File: src/rtl/uart_rx_core.sv
// ---------------------------------------------------------------------------
// uart_rx_core
//
// UART receiver for 8N1 frames (optionally 8E1/8O1). The serial line is
// synchronized into sys_clk and sampled on the 16x oversampling enable from
// the UART clock generator. Each received byte is held in a one-entry output
// buffer with a valid/ready handshake. Framing errors and overruns are
// reported as one-cycle pulses.
//
// Optional feature macro: UART_RX_PARITY_EN
//   Defined   : a parity bit follows the data bits. It is checked against
//               XOR(data) ^ PARITY_ODD, and a mismatch discards the byte and
//               pulses rx_parity_err.
//   Undefined : plain 8N1 receiver with no rx_parity_err port.
//
// Ports
//   sys_clk        in   system clock, the only clock in the block
//   sys_rst        in   synchronous active-high reset
//   uart_rx_clk    in   one-cycle enable at OVERSAMPLE x baud
//   uart_rxd       in   asynchronous serial line, idle high
//   rx_data        out  received byte, stable while rx_data_valid is high
//   rx_data_valid  out  byte available, held until accepted
//   rx_data_ready  in   consumer accepts on rx_data_valid & rx_data_ready
//   rx_frame_err   out  one-cycle pulse when the stop bit is sampled low
//   rx_overrun     out  one-cycle pulse when a byte completes while the
//                       buffer is still full (the new byte is dropped)
//   rx_parity_err  out  one-cycle pulse on parity mismatch (macro only)
//
// FSM states
//   state    | meaning
//   ---------+-----------------------------------------------------------
//   S_IDLE   | line idle, waiting for a low sample
//   S_START  | counting to mid start bit to confirm it is not a glitch
//   S_DATA   | sampling DATA_BITS data bits at mid bit, LSB first
//   S_PARITY | sampling the parity bit (UART_RX_PARITY_EN only)
//   S_STOP   | sampling the stop bit; byte completes or frame error
//   S_BREAK  | line held low after a frame error, waiting for high
// ---------------------------------------------------------------------------
module uart_rx_core #(
    parameter int DATA_BITS   = 8,
    parameter int OVERSAMPLE  = 16,
    parameter int SYNC_STAGES = 2,
    parameter int PARITY_ODD  = 0
) (
    input  logic                 sys_clk,
    input  logic                 sys_rst,
    input  logic                 uart_rx_clk,
    input  logic                 uart_rxd,
    output logic [DATA_BITS-1:0] rx_data,
    output logic                 rx_data_valid,
    input  logic                 rx_data_ready,
    output logic                 rx_frame_err,
`ifdef UART_RX_PARITY_EN
    output logic                 rx_overrun,
    output logic                 rx_parity_err
`else
    output logic                 rx_overrun
`endif
);

    localparam int CNT_W = $clog2(OVERSAMPLE);
    localparam int BIT_W = $clog2(DATA_BITS);

    localparam logic [CNT_W-1:0] CNT_MID  = CNT_W'(OVERSAMPLE / 2 - 1);
    localparam logic [CNT_W-1:0] CNT_LAST = CNT_W'(OVERSAMPLE - 1);
    localparam logic [BIT_W-1:0] BIT_LAST = BIT_W'(DATA_BITS - 1);

    // Elaboration-time parameter sanity checks.
    if (OVERSAMPLE < 8 || (OVERSAMPLE % 2) != 0) begin : g_bad_oversample
        $error("uart_rx_core: OVERSAMPLE must be even and >= 8");
    end
    if (SYNC_STAGES < 2) begin : g_bad_sync
        $error("uart_rx_core: SYNC_STAGES must be >= 2");
    end
    if (DATA_BITS < 2) begin : g_bad_data_bits
        $error("uart_rx_core: DATA_BITS must be >= 2");
    end
    if (PARITY_ODD != 0 && PARITY_ODD != 1) begin : g_bad_parity_odd
        $error("uart_rx_core: PARITY_ODD must be 0 or 1");
    end

    typedef enum logic [2:0] {
        S_IDLE   = 3'd0,
        S_START  = 3'd1,
        S_DATA   = 3'd2,
`ifdef UART_RX_PARITY_EN
        S_PARITY = 3'd3,
`endif
        S_STOP   = 3'd4,
        S_BREAK  = 3'd5
    } state_t;

    // -----------------------------------------------------------------------
    // Input synchronizer; resets to the idle (high) line level so that a
    // start bit is only seen after a real high-to-low transition.
    // -----------------------------------------------------------------------
    logic [SYNC_STAGES-1:0] sync_q;
    logic                   rxd_s;

    always_ff @(posedge sys_clk) begin
        if (sys_rst) begin
            sync_q <= '1;
        end else begin
            sync_q <= {sync_q[SYNC_STAGES-2:0], uart_rxd};
        end
    end

    assign rxd_s = sync_q[SYNC_STAGES-1];

    // -----------------------------------------------------------------------
    // Receive FSM
    // -----------------------------------------------------------------------
    state_t                 state_q,  state_d;
    logic [CNT_W-1:0]       cnt_q,    cnt_d;
    logic [BIT_W-1:0]       bitcnt_q, bitcnt_d;
    logic [DATA_BITS-1:0]   shift_q,  shift_d;
    logic                   byte_done;
    logic                   frame_err_d;
`ifdef UART_RX_PARITY_EN
    localparam logic PAR_SENSE = (PARITY_ODD != 0);
    logic                   parity_bad_q, parity_bad_d;
    logic                   parity_err_d;
`endif

    always_ff @(posedge sys_clk) begin
        if (sys_rst) begin
            state_q      <= S_IDLE;
            cnt_q        <= '0;
            bitcnt_q     <= '0;
            shift_q      <= '0;
`ifdef UART_RX_PARITY_EN
            parity_bad_q <= 1'b0;
`endif
        end else begin
            state_q      <= state_d;
            cnt_q        <= cnt_d;
            bitcnt_q     <= bitcnt_d;
            shift_q      <= shift_d;
`ifdef UART_RX_PARITY_EN
            parity_bad_q <= parity_bad_d;
`endif
        end
    end

    // Everything below is gated by uart_rx_clk so the FSM state only moves
    // on oversampling ticks.
    always_comb begin
        state_d      = state_q;
        cnt_d        = cnt_q;
        bitcnt_d     = bitcnt_q;
        shift_d      = shift_q;
        byte_done    = 1'b0;
        frame_err_d  = 1'b0;
`ifdef UART_RX_PARITY_EN
        parity_bad_d = parity_bad_q;
        parity_err_d = 1'b0;
`endif
        if (uart_rx_clk) begin
            case (state_q)
                S_IDLE: begin
                    if (!rxd_s) begin
                        state_d = S_START;
                        cnt_d   = '0;
                    end
                end

                S_START: begin
                    if (cnt_q == CNT_MID) begin
                        if (rxd_s) begin
                            // Line went back high before mid start bit.
                            state_d = S_IDLE;
                            cnt_d   = '0;
                        end else begin
                            state_d  = S_DATA;
                            cnt_d    = '0;
                            bitcnt_d = '0;
                        end
                    end else begin
                        cnt_d = cnt_q + 1'b1;
                    end
                end

                S_DATA: begin
                    if (cnt_q == CNT_LAST) begin
                        cnt_d   = '0;
                        shift_d = {rxd_s, shift_q[DATA_BITS-1:1]};
                        if (bitcnt_q == BIT_LAST) begin
`ifdef UART_RX_PARITY_EN
                            state_d = S_PARITY;
`else
                            state_d = S_STOP;
`endif
                        end else begin
                            bitcnt_d = bitcnt_q + 1'b1;
                        end
                    end else begin
                        cnt_d = cnt_q + 1'b1;
                    end
                end

`ifdef UART_RX_PARITY_EN
                S_PARITY: begin
                    if (cnt_q == CNT_LAST) begin
                        cnt_d = '0;
                        // The verdict is held until the stop bit so that a
                        // framing error can take precedence over it.
                        parity_bad_d = (^shift_q) ^ PAR_SENSE ^ rxd_s;
                        state_d      = S_STOP;
                    end else begin
                        cnt_d = cnt_q + 1'b1;
                    end
                end
`endif

                S_STOP: begin
                    if (cnt_q == CNT_LAST) begin
                        cnt_d = '0;
                        if (rxd_s) begin
                            state_d = S_IDLE;
`ifdef UART_RX_PARITY_EN
                            if (parity_bad_q) begin
                                parity_err_d = 1'b1;
                            end else begin
                                byte_done = 1'b1;
                            end
`else
                            byte_done = 1'b1;
`endif
                        end else begin
                            frame_err_d = 1'b1;
                            state_d     = S_BREAK;
                        end
                    end else begin
                        cnt_d = cnt_q + 1'b1;
                    end
                end

                S_BREAK: begin
                    // One frame error per low period, however long.
                    if (rxd_s) begin
                        state_d = S_IDLE;
                    end
                end

                default: begin
                    state_d = S_IDLE;
                    cnt_d   = '0;
                end
            endcase
        end
    end

    // -----------------------------------------------------------------------
    // Output buffer and status pulses, updated every sys_clk
    // -----------------------------------------------------------------------
    always_ff @(posedge sys_clk) begin
        if (sys_rst) begin
            rx_data       <= '0;
            rx_data_valid <= 1'b0;
            rx_frame_err  <= 1'b0;
            rx_overrun    <= 1'b0;
`ifdef UART_RX_PARITY_EN
            rx_parity_err <= 1'b0;
`endif
        end else begin
            rx_frame_err <= frame_err_d;
            rx_overrun   <= 1'b0;
`ifdef UART_RX_PARITY_EN
            rx_parity_err <= parity_err_d;
`endif
            if (byte_done) begin
                // A byte accepted in the same cycle frees the buffer.
                if (!rx_data_valid || rx_data_ready) begin
                    rx_data       <= shift_q;
                    rx_data_valid <= 1'b1;
                end else begin
                    rx_overrun <= 1'b1;
                end
            end else if (rx_data_valid && rx_data_ready) begin
                rx_data_valid <= 1'b0;
            end
        end
    end

endmodule

File: config.mk
export PLATFORM = sky130hd
export DESIGN_NAME = uart_rx_core
export DESIGN_NICKNAME = d
export VERILOG_FILES = /design/src/rtl/uart_rx_core.sv
export SDC_FILE = /design/constraint.sdc
export NUM_CORES = 1
export LEC_CHECK = 0
export ABC_AREA = 1
export ABC_CLOCK_PERIOD_IN_PS = 3720
export CAP_MARGIN = 10
export CORE_ASPECT_RATIO = 0.8
export CORE_MARGIN = 1.5
export CORE_UTILIZATION = 60
export CTS_BUF_LIST = sky130_fd_sc_hd__clkbuf_2
export DETAILED_ROUTE_END_ITERATION = 10
export GPL_TIMING_DRIVEN = 0
export PLACE_DENSITY = 0.84
export RECOVER_POWER = 100
export SLEW_MARGIN = 5
export SYNTH_ARGS = -nofsm -noshare
export SYNTH_HDL_FRONTEND = slang
export SYNTH_SLANG_ARGS = --single-unit
File: constraint.sdc
create_clock -name sys_clk -period 3.72 [get_ports sys_clk]
set_clock_uncertainty 0.15 [all_clocks]
set_input_delay 0.744 -clock sys_clk [delete_from_list [all_inputs] [get_ports sys_clk]]
set_output_delay 0.744 -clock sys_clk [all_outputs]
set_load 0.02 [all_outputs]
Word-level counts from Yosys, hierarchy flattened
Cells that the tools add are included.
{"block": "word_totals", "word_cells": 74, "ff_bits": 31}
{"block": "op_classes", "reduce_logical": 15, "muxes": 27, "eq_ne": 16, "n_bitwise": 5, "addsub": 2}
{"cell": "$mux 3", "n": 11}
{"cell": "$ne 2x2->1 const B", "n": 8}
{"cell": "$pmux 4 s4", "n": 1}
{"cell": "$pmux 3 s5", "n": 1}
{"cell": "$mux 4", "n": 3}
{"cell": "$eq 3x3->1 const B", "n": 3}
{"cell": "$mux 1", "n": 9}
{"cell": "$reduce_and 7->1", "n": 1}
{"cell": "$pmux 3 s2", "n": 1}
{"cell": "$reduce_and 3->1", "n": 2}
{"cell": "$reduce_and 6->1", "n": 1}
{"cell": "$not 1->1", "n": 5}
{"cell": "$add 4x1->4 const B", "n": 1}
{"cell": "$eq 4x3->1 const B", "n": 1}
{"cell": "$eq 4x4->1 const B", "n": 1}
{"cell": "$reduce_and 2->1", "n": 2}
{"cell": "$reduce_bool 2->1", "n": 2}
{"cell": "$reduce_or 2->1", "n": 2}
{"cell": "$reduce_or 4->1", "n": 1}
{"cell": "$add 3x1->3 const B", "n": 1}
{"cell": "$eq 3x1->1 const B", "n": 1}
{"cell": "$eq 3x2->1 const B", "n": 1}
{"cell": "$logic_not 3->1", "n": 1}
{"cell": "$mux 2", "n": 1}
{"cell": "4 further kinds", "n": 4}

Depth between registers and ports, before layout
{"block": "logic_depth", "ltp_word": 6, "ltp_mapped": 11}

Worst setup path after synthesis
Ideal clock, no wire load.
{"block": "synth_path", "path_type": "input port to flip-flop", "startpoint": "in rx_data_ready", "endpoint": "reg rx_data[0]", "setup_ns": 0.113, "arrival_time_ns": 1.384, "path_slack_ns": 2.073, "stages": 5, "n_path_buf": 1, "cell_sequence": "nor2_1 -> nor2_8 -> buf_6 -> nor2_1 -> nor2_1"}
{"block": "synth_between", "elab_chain_len": 2}
{"element": "start, declared", "line_no": "51", "text": "input logic rx_data_ready,"}
{"element": "$logic_or 1x1->1", "line_no": "273", "text": "if (!rx_data_valid || rx_data_ready) begin"}
{"element": "$reduce_and 2->1 (no line)"}
{"element": "end signal, assigned", "line_no": "274", "text": "rx_data <= shift_q;"}
{"element": "end, declared", "line_no": "49", "text": "output logic [DATA_BITS-1:0] rx_data,"}
Every way passes these cells.
A chain may end at the register's enable or synchronous reset.

Worst setup path after layout
{"block": "layout_path", "startpoint": "in uart_rx_clk", "endpoint": "reg rx_data[1]"}
{"block": "layout_between", "elab_chain_len": 2}
{"element": "start, declared", "line_no": "47", "text": "input logic uart_rx_clk,"}
{"element": "$mux 1", "line_no": "158", "text": "if (uart_rx_clk) begin"}
{"element": "$reduce_and 2->1 (no line)"}
Every way passes these cells.

==> metrics <==
outcome finished with violations; failing checks DRC; Post-Syn Area per Cell between 7 and 8 um^2; Critical Path Fanout Max 10; initial antenna violation count 0; global-route wire length before repair 4710 um; vias per cell 5.20; die area 2710 um^2; vias after detailed routing 1284; Hold Crit Class reg -> reg; postcts setup bufs 0; crit path max-delay cell type dlygate4sd3_1; CP Buf/Inv Count 3; post-synth top area cell dfxtp_1; row count 15; Skew-Pair Late Insertion Delay 0.39 ns; Final Cell Area 1590 um^2; cells after synthesis 201; Initial DRC Count 54; Hold Slack roughly 0.28 ns; Startpoint Class input port; synthesized area 1440 um^2; initial core utilization 65.2%; cts hold-fix bufs 0; clock buffer depth 2; grt ovf 0; clk root buf clkbuf_2; Seq/Total Area, Yosys a little over two fifths; post-route setup TNS 0 ns; port buffer count 14; placed cell area roughly 1600 um^2; RSZ-0062 raised after global routing false; Die W 57.8 um; CTS tree built; DRC 2; Synth Net Count 209; distinct cell type count after synthesis 28; Post-DP HPWL 2120 um; arrival time worst endpoint about 2.7 ns; WP data required 3.87 ns; worst setup path class in -> reg; Area Overhead vs Synth 9.79%; 1st-pass router iterations 7; Max-Cap Viols 0; Period Utilization, post-route between 60% and 70%; H-tree Lvls 2; Tightest Pin Transition 0.603 ns; Total Wirelength 2960 um; clk sinks 31; nets 230; routability congestion estimate approximately 0.92; Ports 16; Pins Over Slew Limit 0; top post-synthesis cells by area dfxtp_1, nand2_1, nor2_1; Setup-failing EPs final 0; number of CTS-inserted buffers 5; drt wl/cell approximately 12 um; core area ~2200 um^2; Yosys reg bits 31; Antenna diodes 0; Slew HR approximately 59%; Synth top area share between 40% and 50%; static leakage between 0.7 and 0.8 nW; CP top delay family buffers and inverters; YS warnings 0; Max Freq 389 MHz; overall routing resource usage roughly a quarter; pin count of the biggest net entering global routing 11; layout cells sized above 1 between 7 and 8%; Die Height 46.9 um; CP max stage delay 0.61 ns; Resize count post-CTS 0; Pwr Density between 400 and 500 nW/um^2; Hold Fails Final Rpt 0; CP Capture Type flip-flop; Clock Pin Slew Worst Setup and Hold Paths 0.14 ns; Max VDD drop 0.000335 V; crit path cell chain dlygate4sd3_1 > nand3_1 > clkinvlp_2 > nand3_1 > nor2_1 > clkbuf_1 > nand2_1 > nand2_1 > nor2_1; post-route antenna net violation count 0; number of global-route vias before repair 1103; min Tclk post-route 2.57 ns
==> cells in the mapped netlist <==
cell type   n
nand2_1    46
dfxtp_1    31
nor2_1     30
inv_1      21
a21oi_1    18
nand3_1    15
o21ai_0     8
inv_2       4
ha_1        3
clkbuf_1    2
nand2_2     2
nand3_4     2
nor3_1      2
o21ai_1     2
or2_2       2
a21boi_2    1
a21oi_2     1
buf_2       1
buf_4       1
buf_6       1
clkinv_2    1
nand3b_1    1
nand4_1     1
nor2_2      1
nor2_4      1
nor2_8      1
o21a_1      1
or2_0       1
==> worst paths after layout <==
check / start / to / slack (ns) / cells past startpoint
min: sync_q[0] / sync_q[1] / 0.28 / 1
max reg2reg: cnt_q[1] / rx_data[1] / 1.34 / 11
min reg2reg: sync_q[0] / sync_q[1] / 0.28 / 1
max: uart_rx_clk / rx_data[1] / 1.15 / 9
==> layer usage <==
metal | GRT usage [%] | vias up | wire, um
li1 | - | 680 | -
met5 | 0 | - | 0
met4 | 9.77 | 0 | 51
met2 | 38.0 | 35 | 1320
met3 | 10.7 | 6 | 166
met1 | 30.4 | 563 | 1420
==> state kept, by name (all words and copies together) (netlist names) <==
name / flops
shift_q: 8
cnt_q: 4
rx_frame_err: 1
rx_data_valid: 1
sync_q: 2
bitcnt_q: 3
rx_data: 8
rx_overrun: 1
state_q: 3
==> kinds of logic (layout without fill, tap and decap cells) <==
logic type	Yosys count	after routing	synth area share (%)
AND/OR/NAND/NOR	105	105	33.8
AO/OA/AOI/OAI	31	31	11.6
flip-flops	31	31	43.0
buffers and inverters	31	52	9.01
adder cells (fa/ha/maj)	3	3	2.60
==> placed cells by master (no fill, tap or decap) <==
cell type	netlist	routed
o21ai_0	8	10
nor3_1	2	2
clkinv_1	0	1
clkinvlp_2	0	1
nand3b_1	1	1
or2_2	2	2
nand4_1	1	1
nand2_1	46	46
clkdlybuf4s50_1	0	1
dfxtp_1	31	31
inv_1	21	22
a21oi_2	1	1
nor2_2	1	1
dlygate4sd3_1	0	13
buf_2	1	1
ha_1	3	3
a21boi_0	0	1
nand2_2	2	2
nand3_1	15	17
or2_0	1	1
inv_2	4	3
clkbuf_2	0	5
clkinv_2	1	1
nor2_1	30	32
o21a_1	1	1
a21oi_1	18	18
clkbuf_1	2	4
==> worst register-to-register path: cells and delay by family (launching register included) <==
kind                       cells  cell delay [ns]
and+or+nand+nor                7             0.93
buffers and inverters          3             0.56
DFF                            1             0.43
adders and majority gates      1             0.22
==> power by group <==
group / internal, mW / leakage (nW) / total [mW] / switching (mW)
clock network: 0.0395 / 0.0262 / 0.156 / 0.116
registers: 0.348 / 0.251 / 0.366 / 0.0187
logic: 0.0557 / 0.439 / 0.165 / 0.109
==> cell type report <==
cell class              count  area (um^2)
flip-flops and latches     31          621
well taps                  25         31.3
repair buffers             14          140
plain buffers               5         20.0
inverters                  26         98.8
clock inverters             2         8.76
multi-input cells         139          641
fillers                   200          629
clock buffers               5         25.0
==> through the flow <==
step | total power, mW | worst slack [ns] | std cells | utilization (%)
2_1_floorplan | 0.502 | 2.07 | 201 | -
3_3_place_gp | 0.528 | 1.42 | 240 | 72.9
3_5_place_dp | 0.539 | 1.39 | 240 | 72.9
4_1_cts | 0.686 | 1.47 | 247 | 74.5
5_1_grt | 0.726 | 0.954 | 247 | 71.6
6_report | 0.688 | 1.15 | 247 | 71.6
Note: power is estimated with default switching activity, not from simulation.
